`src/rtl/escape_parser_if.sv`:
```
// Byte-stream and command/character bundle between the receive source and the escape parser.
// The master side drives bytes in; the slave side (the parser) returns decoded commands and characters.
interface escape_parser_if;
  logic       in_valid;
  logic [7:0] in_data;
  logic       cmd_valid;
  logic [3:0] cmd_type;
  logic [7:0] cmd_pn1;
  logic [7:0] cmd_pn2;
  logic       char_valid;
  logic [7:0] char_data;
  logic       busy;

  modport master (
    output in_valid, in_data,
    input  cmd_valid, cmd_type, cmd_pn1, cmd_pn2, char_valid, char_data, busy
  );

  modport slave (
    input  in_valid, in_data,
    output cmd_valid, cmd_type, cmd_pn1, cmd_pn2, char_valid, char_data, busy
  );
endinterface

```
`src/rtl/escape_parser.sv`:
```
// VT100/ANSI escape parser: splits a byte stream into printable characters and cursor commands.
// Optional macro ESCAPE_PARSER_C0_EN enables LF/VT -> IND and CAN/SUB abort handling.
module escape_parser #(
  parameter int PARAM_MAX = 255
) (
  input logic          clk,
  input logic          rst,
  escape_parser_if.slave bus
);

  localparam logic [3:0] CMD_NONE = 4'd0;
  localparam logic [3:0] CMD_CUP  = 4'd1;
  localparam logic [3:0] CMD_CUF  = 4'd2;
  localparam logic [3:0] CMD_CUB  = 4'd3;
  localparam logic [3:0] CMD_CUD  = 4'd4;
  localparam logic [3:0] CMD_CUU  = 4'd5;
  localparam logic [3:0] CMD_IND  = 4'd6;
  localparam logic [3:0] CMD_RI   = 4'd7;
  localparam logic [3:0] CMD_NEL  = 4'd8;
  localparam logic [11:0] SAT12   = 12'(PARAM_MAX);
  localparam logic [7:0]  SAT8    = 8'(PARAM_MAX);

  typedef enum logic [1:0] {GROUND, ESC, CSI_PARAM, CSI_IGNORE} state_t;

  state_t     state_reg, state_next;
  logic [7:0] pn1_reg, pn1_next, pn2_reg, pn2_next;
  logic [1:0] idx_reg, idx_next;
  logic       first_reg, first_next;
  logic       cmd_valid_reg, cmd_valid_next;
  logic [3:0] cmd_type_reg, cmd_type_next;
  logic [7:0] cmd_pn1_reg, cmd_pn1_next, cmd_pn2_reg, cmd_pn2_next;
  logic       char_valid_reg, char_valid_next;
  logic [7:0] char_data_reg, char_data_next;
  logic       busy_reg;

  logic [7:0]  byte_in;
  logic        is_c0, is_digit, is_final;
  logic [7:0]  acc_sel;
  logic [11:0] acc_calc;
  logic [7:0]  acc_sat;

  assign byte_in  = bus.in_data;
  assign is_c0    = (byte_in < 8'h20) && (byte_in != 8'h1B);
  assign is_digit = (byte_in >= 8'h30) && (byte_in <= 8'h39);
  assign is_final = (byte_in >= 8'h40) && (byte_in <= 8'h7E);
  assign acc_sel  = (idx_reg == 2'd0) ? pn1_reg : pn2_reg;
  // 12-bit headroom: 255*10+9 fits, so the clamp sees the true value
  assign acc_calc = {4'd0, acc_sel} * 12'd10 + {8'd0, byte_in[3:0]};
  assign acc_sat  = (acc_calc > SAT12) ? SAT8 : acc_calc[7:0];

  always_comb begin
    state_next      = state_reg;
    pn1_next        = pn1_reg;
    pn2_next        = pn2_reg;
    idx_next        = idx_reg;
    first_next      = first_reg;
    cmd_valid_next  = 1'b0;
    cmd_type_next   = cmd_type_reg;
    cmd_pn1_next    = cmd_pn1_reg;
    cmd_pn2_next    = cmd_pn2_reg;
    char_valid_next = 1'b0;
    char_data_next  = char_data_reg;

    if (bus.in_valid) begin
      if (is_c0) begin
`ifdef ESCAPE_PARSER_C0_EN
        if (byte_in == 8'h18 || byte_in == 8'h1A) begin
          state_next = GROUND;
        end else if (state_reg == GROUND && (byte_in == 8'h0A || byte_in == 8'h0B)) begin
          cmd_valid_next = 1'b1;
          cmd_type_next  = CMD_IND;
          cmd_pn1_next   = 8'd0;
          cmd_pn2_next   = 8'd0;
        end
`endif
      end else begin
        case (state_reg)
          GROUND: begin
            if (byte_in == 8'h1B) begin
              state_next = ESC;
            end else if (byte_in >= 8'h20 && byte_in <= 8'h7E) begin
              char_valid_next = 1'b1;
              char_data_next  = byte_in;
            end
          end
          ESC: begin
            state_next = GROUND;
            case (byte_in)
              8'h5B: begin
                state_next = CSI_PARAM;
                pn1_next   = 8'd0;
                pn2_next   = 8'd0;
                idx_next   = 2'd0;
                first_next = 1'b1;
              end
              8'h44, 8'h4D, 8'h45: begin
                cmd_valid_next = 1'b1;
                cmd_type_next  = (byte_in == 8'h44) ? CMD_IND :
                                 (byte_in == 8'h4D) ? CMD_RI : CMD_NEL;
                cmd_pn1_next   = 8'd0;
                cmd_pn2_next   = 8'd0;
              end
              8'h1B:   state_next = ESC;
              default: state_next = GROUND;
            endcase
          end
          CSI_PARAM: begin
            first_next = 1'b0;
            if (byte_in == 8'h1B) begin
              state_next = ESC;
            end else if (is_digit) begin
              if (idx_reg == 2'd0)      pn1_next = acc_sat;
              else if (idx_reg == 2'd1) pn2_next = acc_sat;
            end else if (byte_in == 8'h3B) begin
              if (idx_reg != 2'd2) idx_next = idx_reg + 2'd1;
            end else if (first_reg && byte_in >= 8'h3C && byte_in <= 8'h3F) begin
              state_next = CSI_IGNORE;
            end else if (byte_in >= 8'h20 && byte_in <= 8'h2F) begin
              state_next = CSI_IGNORE;
            end else if (is_final) begin
              state_next   = GROUND;
              cmd_pn1_next = pn1_reg;
              cmd_pn2_next = pn2_reg;
              cmd_valid_next = 1'b1;
              case (byte_in)
                8'h48, 8'h66: cmd_type_next = CMD_CUP;
                8'h41:        cmd_type_next = CMD_CUU;
                8'h42:        cmd_type_next = CMD_CUD;
                8'h43:        cmd_type_next = CMD_CUF;
                8'h44:        cmd_type_next = CMD_CUB;
                default: begin
                  cmd_valid_next = 1'b0;
                  cmd_pn1_next   = cmd_pn1_reg;
                  cmd_pn2_next   = cmd_pn2_reg;
                end
              endcase
            end
          end
          CSI_IGNORE: begin
            if (byte_in == 8'h1B)  state_next = ESC;
            else if (is_final)     state_next = GROUND;
          end
          default: state_next = GROUND;
        endcase
      end
    end
  end

  always_ff @(posedge clk) begin
    if (rst) begin
      state_reg      <= GROUND;
      pn1_reg        <= 8'd0;
      pn2_reg        <= 8'd0;
      idx_reg        <= 2'd0;
      first_reg      <= 1'b0;
      cmd_valid_reg  <= 1'b0;
      cmd_type_reg   <= CMD_NONE;
      cmd_pn1_reg    <= 8'd0;
      cmd_pn2_reg    <= 8'd0;
      char_valid_reg <= 1'b0;
      char_data_reg  <= 8'd0;
      busy_reg       <= 1'b0;
    end else begin
      state_reg      <= state_next;
      pn1_reg        <= pn1_next;
      pn2_reg        <= pn2_next;
      idx_reg        <= idx_next;
      first_reg      <= first_next;
      cmd_valid_reg  <= cmd_valid_next;
      cmd_type_reg   <= cmd_type_next;
      cmd_pn1_reg    <= cmd_pn1_next;
      cmd_pn2_reg    <= cmd_pn2_next;
      char_valid_reg <= char_valid_next;
      char_data_reg  <= char_data_next;
      busy_reg       <= (state_next != GROUND);
    end
  end

  assign bus.cmd_valid  = cmd_valid_reg;
  assign bus.cmd_type   = cmd_type_reg;
  assign bus.cmd_pn1    = cmd_pn1_reg;
  assign bus.cmd_pn2    = cmd_pn2_reg;
  assign bus.char_valid = char_valid_reg;
  assign bus.char_data  = char_data_reg;
  assign bus.busy       = busy_reg;

endmodule

```
`src/flat_wrapper.sv`:
```
// flat-port wrapper written by rule: the top's interface ports become plain ports
module escape_parser_flat 
#(
  parameter int PARAM_MAX = 255
)
  (clk, rst, bus_in_valid, bus_in_data, bus_cmd_valid, bus_cmd_type, bus_cmd_pn1, bus_cmd_pn2, bus_char_valid, bus_char_data, bus_busy);
  escape_parser_if bus_i ();
  input logic clk;
  input logic rst;
  input wire logic [$bits(bus_i.in_valid)-1:0] bus_in_valid;
  input wire logic [$bits(bus_i.in_data)-1:0] bus_in_data;
  output wire logic [$bits(bus_i.cmd_valid)-1:0] bus_cmd_valid;
  output wire logic [$bits(bus_i.cmd_type)-1:0] bus_cmd_type;
  output wire logic [$bits(bus_i.cmd_pn1)-1:0] bus_cmd_pn1;
  output wire logic [$bits(bus_i.cmd_pn2)-1:0] bus_cmd_pn2;
  output wire logic [$bits(bus_i.char_valid)-1:0] bus_char_valid;
  output wire logic [$bits(bus_i.char_data)-1:0] bus_char_data;
  output wire logic [$bits(bus_i.busy)-1:0] bus_busy;
  assign bus_i.in_valid = bus_in_valid;
  assign bus_i.in_data = bus_in_data;
  assign bus_cmd_valid = bus_i.cmd_valid;
  assign bus_cmd_type = bus_i.cmd_type;
  assign bus_cmd_pn1 = bus_i.cmd_pn1;
  assign bus_cmd_pn2 = bus_i.cmd_pn2;
  assign bus_char_valid = bus_i.char_valid;
  assign bus_char_data = bus_i.char_data;
  assign bus_busy = bus_i.busy;
  escape_parser #(.PARAM_MAX(PARAM_MAX)) u_core (.clk(clk), .rst(rst), .bus(bus_i));
endmodule
```
`config.mk`:
```
export PLATFORM = sky130hd
export DESIGN_NAME = escape_parser_flat
export DESIGN_NICKNAME = d
export VERILOG_FILES = /design/src/rtl/escape_parser_if.sv /design/src/rtl/escape_parser.sv /design/src/flat_wrapper.sv
export SDC_FILE = /design/constraint.sdc
export NUM_CORES = 1
export LEC_CHECK = 0
export CORE_ASPECT_RATIO = 0.8
export CORE_MARGIN = 10
export CORE_UTILIZATION = 35
export CTS_CLUSTER_DIAMETER = 60
export DETAILED_ROUTE_END_ITERATION = 10
export PLACE_DENSITY = 0.57
export SKIP_CTS_REPAIR_TIMING = 1
export SYNTH_ARGS = -nofsm -noshare
export SYNTH_HDL_FRONTEND = slang
export SYNTH_SLANG_ARGS = --single-unit
```
`constraint.sdc`:
```
create_clock -name clk -period 4.9 [get_ports clk]
set_input_delay 0.735 -clock clk [delete_from_list [all_inputs] [get_ports clk]]
set_output_delay 0.735 -clock clk [all_outputs]
set_load 0.02 [all_outputs]
```
==> results.py, run 1 <==
metrics = {
    "worst_setup_path": {
        "worst_setup_path_startpoint": "u_core.idx_reg[0]$_SDFFE_PP0P_",
        "worst_path_most_repeated_cell": "ha_1",
        "critPathTopFamily": "adder cells",
        "cp_cell_sequence": "inv_1, ha_1, mux2i_1, inv_1, ha_1, ha_1, fa_1, o211a_1, o21ai_0, nor4b_1, xnor2_1, nand3_1, o31a_1",
        "slowest_delay_ps": 540,
        "cp-endpoint": "u_core.pn2_reg[7]$_SDFFE_PP0P_",
        "cp_num_buf_inv": 2,
        "crit_required_ps": 5080,
        "slowest_stage": "fa_1",
        "start_kind": "flop",
        "r2r_slack_ps": 840,
        "path_class": "flop to flop",
        "crit_path_end_kind": "flop",
        "critPathMaxFanout": 6,
        "ff2ff_path_depth": 13,
        "r2r_end": "u_core.pn2_reg[7]$_SDFFE_PP0P_",
        "path_depth": 13,
        "timing.rr.start": "u_core.idx_reg[0]$_SDFFE_PP0P_",
        "crit_arrival_ps": 4240,
    },
    "grt": {
        "grt_pass1_wl_mm": 15.06,
        "antenna_found_initial": 0,
        "first_global_vias": 2829,
        "grtUsageTotal_pct": 13.23,
        "grt-ovfl-total": 0,
        "grt_max_degree": 39,
    },
    "logic_synthesis": {
        "syn_area_per_cell_sq_um": 8.347,
        "synth_top_family_by_area": "compound AO/OA/AOI/OAI gates",
        "syn_nets": 423,
        "seq_area_frac_synth_pct": 32.06,
        "netlist.area_leader.share_pct": 32.06,
        "syn-cell-area_sq_mm": 0.003247,
        "synth_area_leaders": "dfxtp_1 (32%), ha_1 (8.1%), a21oi_1 (5.4%)",
        "yosysWarnings": 0,
        "synthSimpleGateAreaFrac_pct": 19.73,
        "synthArstFlopShare_pct": 0,
        "synth_edf_count": 0,
        "synth_fa_ha_area_share_pct": 9.326,
        "synth_top_area_cell": "dfxtp_1",
        "ys.flop_type": "dfxtp_1",
        "synth_xor_area_share_pct": 3.237,
        "synthMuxAreaShare_pct": 4.894,
        "yosysUniqueCellTypes": 55,
        "synth_compound_area_share_pct": 26.47,
        "synthCells": 389,
        "yosys_register_bits": 52,
    },
    "sta": {
        "setup_violations": 0,
        "rsz0062_at_grt": "false",
        "tightestPinTransition_ps": 776.4,
        "hold_slack_ps": 475.7,
        "relSlewSlack_pct": 48.05,
        "finClkSkew_ps": 5.935,
        "setup_ws_ps": 844.6,
        "period_needed_ps": 4055,
        "hold_viol": 0,
        "period_share_pct": 82.76,
        "setup_tns_ps": 0,
        "max_freq_mhz": 246.6,
        "drv_slew": 0,
    },
    "layout": {
        "num-nets-final": 456,
        "area_growth_pct": 20.62,
        "fin_area_sq_mm": 0.003916,
        "antennaDiodeCount": 0,
        "layout.cells.non_filler": 538,
        "fin_util_pct": 43.33,
        "drive_above_1_share_pct": 8.274,
    },
    "drt": {
        "drc_errors": 0,
        "first_pass_iters": 4,
        "route.vias.total": 3028,
        "finalWirelength_mm": 9.121,
        "ant_nets": 0,
        "post_drt_wl_per_cell_um": 16.95,
        "viasPerCell": 5.628,
        "drtIter0Drc": 261,
    },
    "placed_design": {
        "place.gp.congestion": 0.8804,
        "place_area_sq_mm": 0.003764,
        "dpl.hpwl_mm": 6.886,
        "io_buffers": 41,
        "place_ws_ps": 920.0,
        "dp_cells": 530,
    },
    "clock_network": {
        "cts-htree-levels": 2,
        "clk_latency_ps": 290,
        "cts_buffers": 5,
        "root_buffer": "clkbuf_16",
        "cts_sinks": 52,
        "clk_transition_reported_paths_ps": 70,
        "cts_tree": "built",
        "clockBufferDepth": 2,
    },
    "power": {
        "ir_drop_mv": 0.1423,
        "power.leakage_nw": 1.448,
        "finalPower_mw": 0.8705,
        "p_per_area_mw_per_mm2": 222.3,
    },
    "floorplanning": {
        "start_util_pct": 35.93,
        "fp.dieH_um": 106.1,
        "core_area_sq_mm": 0.009037,
        "ioPinCount": 42,
        "fp-row-count": 31,
        "die_w_um": 127.7,
        "dieArea_sq_mm": 0.01355,
    },
    "flow_run": {
        "cap_violations": 0,
    },
    "run_status": {
        "status": "finished, final reports clean",
    },
    "min_path": {
        "min_path_type": "flop to flop",
    },
}
[how the worst min path moves through the flow]
stage / startpoint / to / slack [ps] / cells past startpoint
after global routing: u_core.bus.char_data[7]$_SDFFE_PP0P_ / u_core.bus.char_data[7]$_SDFFE_PP0P_ / 500 / 1
final: u_core.bus.cmd_pn1[0]$_SDFFE_PP0P_ / u_core.bus.cmd_pn1[0]$_SDFFE_PP0P_ / 480 / 2
after CTS: u_core.bus.cmd_pn1[0]$_SDFFE_PP0P_ / u_core.bus.cmd_pn1[0]$_SDFFE_PP0P_ / 480 / 2
after global placement: u_core.bus.cmd_pn1[2]$_SDFFE_PP0P_ / u_core.bus.cmd_pn1[2]$_SDFFE_PP0P_ / 460 / 2
after detailed placement: u_core.bus.cmd_pn1[0]$_SDFFE_PP0P_ / u_core.bus.cmd_pn1[0]$_SDFFE_PP0P_ / 470 / 2
after floorplan: u_core.first_reg$_SDFFE_PP0P_ / u_core.first_reg$_SDFFE_PP0P_ / 460 / 2
[tightest hold or removal path, cell delays in order (launching register included)]
cell and delay, ps:
dfxtp_1 310, o21ai_0 60, a21oi_1 60
[cell usage after synthesis, types with 4 or more instances]
| cell | number |
|---|---|
| inv_1 | 15 |
| dfxtp_1 | 52 |
| mux2_2 | 4 |
| nor2_1 | 39 |
| or2_2 | 4 |
| a21o_1 | 6 |
| nand3_1 | 8 |
| and3_1 | 4 |
| o31a_1 | 9 |
| nor3_1 | 12 |
| xnor2_1 | 9 |
| a211oi_1 | 5 |
| o21a_1 | 9 |
| clkbuf_1 | 18 |
| nand2_1 | 9 |
| mux2i_1 | 10 |
| a21oi_1 | 35 |
| a22oi_1 | 6 |
| nand4_1 | 18 |
| ha_1 | 21 |
| o21ai_0 | 35 |
[cells in the final DEF, fill, tap and decap left out, drive strengths merged, types with 9 or more instances in the layout]
cell type and count:
mux2i 11, ha 21, o31a 9, nor3 12
nand4 18, nor2 39, a21oi 36, clkdlybuf4s50 41
xnor2 9, nand2 9, inv 16, o21ai 35
dfxtp 52, o21a 9
[per-layer routing]
layer,vias up,share of wire [%],GRT usage [%]
li1,1516,-,-
met1,1408,51,19.24
met2,92,41,19.01
met3,12,6.5,3.128
met4,0,1.1,3.291
met5,-,0,0
[area by class of cell]
type / count / area (sq um)
Fill cell: 900 / 5121
Inverter: 15 / 56.30
Timing Repair Buffer: 47 / 455.4
Clock buffer: 5 / 125.1
Multi-Input combinational cell: 301 / 2067
Sequential cell: 52 / 1041
Tap cell: 115 / 143.9
Clock inverter: 3 / 27.53
[kinds of logic after synthesis]
kind of cell / count (synthesis)
AND/OR/NAND/NOR: 118
adder cells (fa/ha/maj): 23
buffers and inverters: 36
multiplexers: 15
XOR/XNOR: 12
flip-flops: 52
AO/OA/AOI/OAI: 133
[report_power, final]
part	switching [mW]	internal (mW)
Clock	0.168	0.194
Combinational	0.0507	0.0297
Sequential	0.00193	0.426
Total	0.221	0.650
Note: power is estimated with default switching activity, not from simulation.
==> run 2: changes to the inputs <==
--- a/config.mk
+++ b/config.mk
@@ -10,7 +10,7 @@
 export CORE_UTILIZATION = 35
 export CTS_CLUSTER_DIAMETER = 60
 export DETAILED_ROUTE_END_ITERATION = 10
-export PLACE_DENSITY = 0.57
+export PLACE_DENSITY = 0.59
 export SKIP_CTS_REPAIR_TIMING = 1
 export SYNTH_ARGS = -nofsm -noshare
 export SYNTH_HDL_FRONTEND = slang
==> constraint.sdc (replaced) <==
create_clock -name clk -period 3.5 [get_ports clk]
set_input_delay 0.525 -clock clk [delete_from_list [all_inputs] [get_ports clk]]
set_output_delay 0.525 -clock clk [all_outputs]
set_load 0.02 [all_outputs]
==> results.py, run 2 (synthesized netlist as in run 1, its figures left out) <==
metrics = {
    "run_status": {
        "status": "finished, final reports clean",
    },
    "worst_setup_path": {
        "ff2ff_path_depth": 13,
        "crit_path_end_kind": "flop",
        "worst_path_most_repeated_cell": "ha_4",
        "slowest_delay_ps": 570,
        "r2r_end": "u_core.pn2_reg[7]$_SDFFE_PP0P_",
        "path_class": "flop to flop",
        "cp_num_buf_inv": 2,
        "cp_cell_sequence": "inv_2, ha_4, mux2i_4, inv_1, ha_1, ha_4, fa_2, o211a_1, o21ai_1, nor4b_2, xnor2_2, nand3_2, o31a_1",
        "path_depth": 13,
        "critPathTopFamily": "adder cells",
        "worst_setup_path_startpoint": "u_core.idx_reg[1]$_SDFFE_PP0P_",
        "slowest_stage": "fa_2",
        "crit_required_ps": 3680,
        "crit_arrival_ps": 3580,
        "timing.rr.start": "u_core.idx_reg[1]$_SDFFE_PP0P_",
        "start_kind": "flop",
        "cp-endpoint": "u_core.pn2_reg[7]$_SDFFE_PP0P_",
        "r2r_slack_ps": 100,
        "critPathMaxFanout": 5,
    },
    "floorplanning": {
        "dieArea_sq_mm": 0.01355,
        "die_w_um": 127.7,
        "ioPinCount": 42,
        "start_util_pct": 35.93,
        "fp-row-count": 31,
        "core_area_sq_mm": 0.009037,
        "fp.dieH_um": 106.1,
    },
    "power": {
        "power.leakage_nw": 1.601,
        "ir_drop_mv": 0.1712,
        "finalPower_mw": 1.232,
        "p_per_area_mw_per_mm2": 284.9,
    },
    "layout": {
        "register_area_sq_mm": 0.001044,
        "num-nets-final": 486,
        "antennaDiodeCount": 0,
        "drive_above_1_share_pct": 19.65,
        "multi_input_area_sq_mm": 0.002246,
        "fillers": 882,
        "fin_area_sq_mm": 0.004324,
        "area_growth_pct": 33.18,
        "layout_common_cells": "dfxtp_1 (50), clkdlybuf4s50_1 (41), nor2_1 (39), a21oi_1 (35), buf_4 (35)",
        "layout.cells.non_filler": 568,
        "final_common_cell": "dfxtp_1",
    },
    "placed_design": {
        "place_area_sq_mm": 0.003998,
        "place.gp.congestion": 0.8784,
        "dp_cells": 558,
        "dpl.hpwl_mm": 7.275,
        "io_buffers": 41,
    },
    "grt": {
        "grtUsageTotal_pct": 13.73,
        "grt-ovfl-total": 0,
        "grt_max_degree": 37,
        "first_global_vias": 3001,
        "gr-usage-met2_pct": 20.29,
        "grt_pass1_wl_mm": 15.63,
        "grtUsageMet3_pct": 2.979,
        "antenna_found_initial": 0,
        "grt_busiest_layer": "met2",
        "grt_use_met1_pct": 19.66,
    },
    "clock_network": {
        "clockBufferDepth": 2,
        "cts_tree": "built",
        "clk_latency_ps": 290,
        "cts_buffers": 5,
        "cts-htree-levels": 2,
        "root_buffer": "clkbuf_16",
        "clk_transition_reported_paths_ps": 80,
        "cts_sinks": 52,
    },
    "drt": {
        "drtIter0Drc": 268,
        "drc_errors": 0,
        "first_pass_iters": 5,
        "ant_nets": 0,
        "route.vias.total": 3196,
        "finalWirelength_mm": 9.619,
        "viasPerCell": 5.627,
        "post_drt_wl_per_cell_um": 16.93,
    },
    "sta": {
        "period_share_pct": 97.19,
        "hold_slack_ps": 472.6,
        "hold_viol": 0,
        "finClkSkew_ps": 5.397,
        "setup_violations": 0,
        "setup_tns_ps": 0,
        "period_needed_ps": 3402,
        "tightestPinTransition_ps": 739.5,
        "drv_slew": 0,
        "relSlewSlack_pct": 50.52,
        "max_freq_mhz": 294.0,
    },
    "min_path": {
        "min_path_type": "flop to flop",
    },
    "flow_run": {
        "cap_violations": 0,
    },
}
run 2: changes by cell type in the layout (fill, tap and decap cells not counted), sizes merged:
| cell | delta |
|---|---|
| buf | +30 |
| clkinv | -1 |
| inv | +1 |
run 2: layout make-up:
type	count	area share, %
multi-input cells	301	51.94
flip-flops and latches	52	24.13
repair buffers	77	15.83
well taps	115	3.328
clock buffers	5	2.894
inverters	15	1.302
clock inverters	3	0.5787
run 2: worst min path at each step:
stage	from	end	slack, ps	cells after the start
after floorplan	u_core.first_reg$_SDFFE_PP0P_	u_core.first_reg$_SDFFE_PP0P_	460	2
after global placement	u_core.bus.cmd_pn2[2]$_SDFFE_PP0P_	u_core.bus.cmd_pn2[2]$_SDFFE_PP0P_	460	2
after detailed placement	u_core.bus.char_data[7]$_SDFFE_PP0P_	u_core.bus.char_data[7]$_SDFFE_PP0P_	470	1
after CTS	u_core.bus.char_data[7]$_SDFFE_PP0P_	u_core.bus.char_data[7]$_SDFFE_PP0P_	480	1
after global routing	u_core.bus.char_data[7]$_SDFFE_PP0P_	u_core.bus.char_data[7]$_SDFFE_PP0P_	490	1
final	u_core.bus.cmd_pn2[2]$_SDFFE_PP0P_	u_core.bus.cmd_pn2[2]$_SDFFE_PP0P_	470	2
run 2: routing by layer:
layer	vias to the layer above	share of wire, %
li1	1568	-
met2	87	42
met4	0	1.4
met5	-	0
met3	12	5.6
met1	1529	51
run 2: worst min-delay path, stage by stage, from the launching register on:
cell     delay [ps]
dfxtp_1         310
o21ai_0          60
a21oi_1          60
run 2: report_power, final:
group	internal, mW	switching, mW
logic	0.0485	0.0732
clock network	0.271	0.241
registers	0.596	0.00254
total	0.915	0.316
run 2: through the flow:
step                util (%)  setup WS (ps)
floorplan                  -          21.90
detailed placement     44.23         -108.5
CTS                    45.90         -160.1
global route           47.85         -23.56
finish                 47.85          98.38
global placement       44.23          14.28
==> run 3: changes to the inputs <==
--- a/config.mk
+++ b/config.mk
@@ -10,7 +10,7 @@
 export CORE_UTILIZATION = 35
 export CTS_CLUSTER_DIAMETER = 60
 export DETAILED_ROUTE_END_ITERATION = 10
-export PLACE_DENSITY = 0.59
+export PLACE_DENSITY = 0.55
 export SKIP_CTS_REPAIR_TIMING = 1
 export SYNTH_ARGS = -nofsm -noshare
 export SYNTH_HDL_FRONTEND = slang
==> results.py, run 3 (synthesized netlist as in run 1, its figures left out) <==
metrics = {
    "drt": {
        "drc_errors": 0,
        "top_layer_used": "met4",
        "wl_met2_mm": 4.035,
        "met1_length_mm": 4.796,
        "finalWirelength_mm": 9.566,
        "viasPerCell": 5.459,
        "ant_nets": 0,
        "first_pass_iters": 5,
        "post_drt_wl_per_cell_um": 16.75,
        "route.vias.total": 3117,
        "dr_wl_met3_um": 585,
        "drtIter0Drc": 228,
    },
    "layout": {
        "num-nets-final": 489,
        "final_common_cell": "dfxtp_1",
        "layout_common_cells": "dfxtp_1 (50), clkdlybuf4s50_1 (41), nor2_1 (38), buf_4 (36), o21ai_0 (34)",
        "drive_above_1_share_pct": 21.93,
        "layout.cells.non_filler": 571,
        "antennaDiodeCount": 0,
        "area_growth_pct": 36.45,
        "fin_util_pct": 49.02,
        "fin_area_sq_mm": 0.004431,
    },
    "min_path": {
        "min_path_type": "flop to flop",
    },
    "grt": {
        "grt_pass1_wl_mm": 15.01,
        "grt-ovfl-total": 0,
        "grtUsageTotal_pct": 13.29,
        "antenna_found_initial": 0,
        "grt_max_degree": 37,
        "first_global_vias": 2862,
    },
    "floorplanning": {
        "dieArea_sq_mm": 0.01355,
        "ioPinCount": 42,
        "fp.dieH_um": 106.1,
        "start_util_pct": 35.93,
        "fp-row-count": 31,
        "die_w_um": 127.7,
        "core_area_sq_mm": 0.009037,
    },
    "clock_network": {
        "clockBufferDepth": 2,
        "cts-htree-levels": 2,
        "cts_sinks": 52,
        "cts_buffers": 5,
        "clk_latency_ps": 290,
        "clk_transition_reported_paths_ps": 70,
        "cts_tree": "built",
        "root_buffer": "clkbuf_16",
    },
    "sta": {
        "hold_viol": 0,
        "finClkSkew_ps": 4.901,
        "period_share_pct": 95.97,
        "setup_violations": 0,
        "setup_ws_ps": 141.0,
        "relSlewSlack_pct": 51.62,
        "period_needed_ps": 3359,
        "drv_slew": 0,
        "max_freq_mhz": 297.7,
        "hold_slack_ps": 473.2,
        "tightestPinTransition_ps": 723.0,
    },
    "placed_design": {
        "dpl.hpwl_mm": 7.120,
        "place_ws_ps": -83.45,
        "dp_cells": 557,
        "place.gp.congestion": 0.8578,
        "place_area_sq_mm": 0.003990,
        "io_buffers": 41,
    },
    "power": {
        "p_per_area_mw_per_mm2": 275.3,
        "power.leakage_nw": 1.610,
        "ir_drop_mv": 0.1716,
    },
    "worst_setup_path": {
        "start_kind": "flop",
        "crit_arrival_ps": 3540,
        "crit_required_ps": 3680,
        "path_class": "flop to flop",
        "crit_path_end_kind": "flop",
        "critPathMaxFanout": 5,
    },
    "run_status": {
        "status": "finished, final reports clean",
    },
    "flow_run": {
        "cap_violations": 0,
    },
}
-- run 3: cell types whose count changed in the layout (fill, tap and decap cells not counted), moves of 2 or more --
cell,delta
or2_4,+2
a21oi_2,+2
ha_1,-3
or2_2,-2
a21oi_1,-2
ha_4,+4
-- run 3: worst paths after layout --
check	from	to	slack, ps	cells after the start
min reg2reg	u_core.bus.cmd_pn1[0]$_SDFFE_PP0P_	u_core.bus.cmd_pn1[0]$_SDFFE_PP0P_	470	2
max reg2reg	u_core.idx_reg[1]$_SDFFE_PP0P_	u_core.pn1_reg[7]$_SDFFE_PP0P_	140	13
max	u_core.idx_reg[1]$_SDFFE_PP0P_	u_core.pn1_reg[7]$_SDFFE_PP0P_	140	13
min	u_core.bus.cmd_pn1[0]$_SDFFE_PP0P_	u_core.bus.cmd_pn1[0]$_SDFFE_PP0P_	470	2
-- run 3: worst max-delay path, cell delays in order (launching register included) --
cell and delay (ps):
dfxtp_2 320, inv_2 80, ha_4 170, buf_6 140
mux2_4 340, ha_4 180, ha_4 160, fa_2 410
a211oi_4 310, nor2_2 70, nor3_2 240, o211ai_1 210
a21o_4 300, o31a_1 300
-- run 3: metal layers --
metal | vias to the layer above | track usage [%]
met5 | - | 0
met4 | 0 | 3.371
met3 | 10 | 2.731
met2 | 89 | 18.75
met1 | 1441 | 19.84
li1 | 1577 | -
-- run 3: layout make-up --
cell class | instances | area, sq um
multi-input cells | 302 | 2336
fillers | 889 | 4607
repair buffers | 79 | 703.2
flip-flops and latches | 52 | 1044
inverters | 15 | 56.30
clock inverters | 3 | 22.52
clock buffers | 5 | 125.1
well taps | 115 | 143.9
-- run 3: metrics by stage --
| step | total power, mW | setup TNS, ps |
|---|---|---|
| 3_5_place_dp | 0.7312 | -468.6 |
| 6_report | 1.220 | 0 |
| 4_1_cts | 1.230 | -572.8 |
| 2_1_floorplan | 0.6797 | 0 |
| 5_1_grt | 1.271 | -289.6 |
| 3_3_place_gp | 0.7320 | 0 |
-- run 3: report_power, final --
group | switching [mW] | internal (mW) | leakage (nW)
Sequential | 0.00266 | 0.596 | 0.421
Combinational | 0.0734 | 0.0502 | 1.11
Clock | 0.229 | 0.268 | 0.0742
Total | 0.305 | 0.915 | 1.61
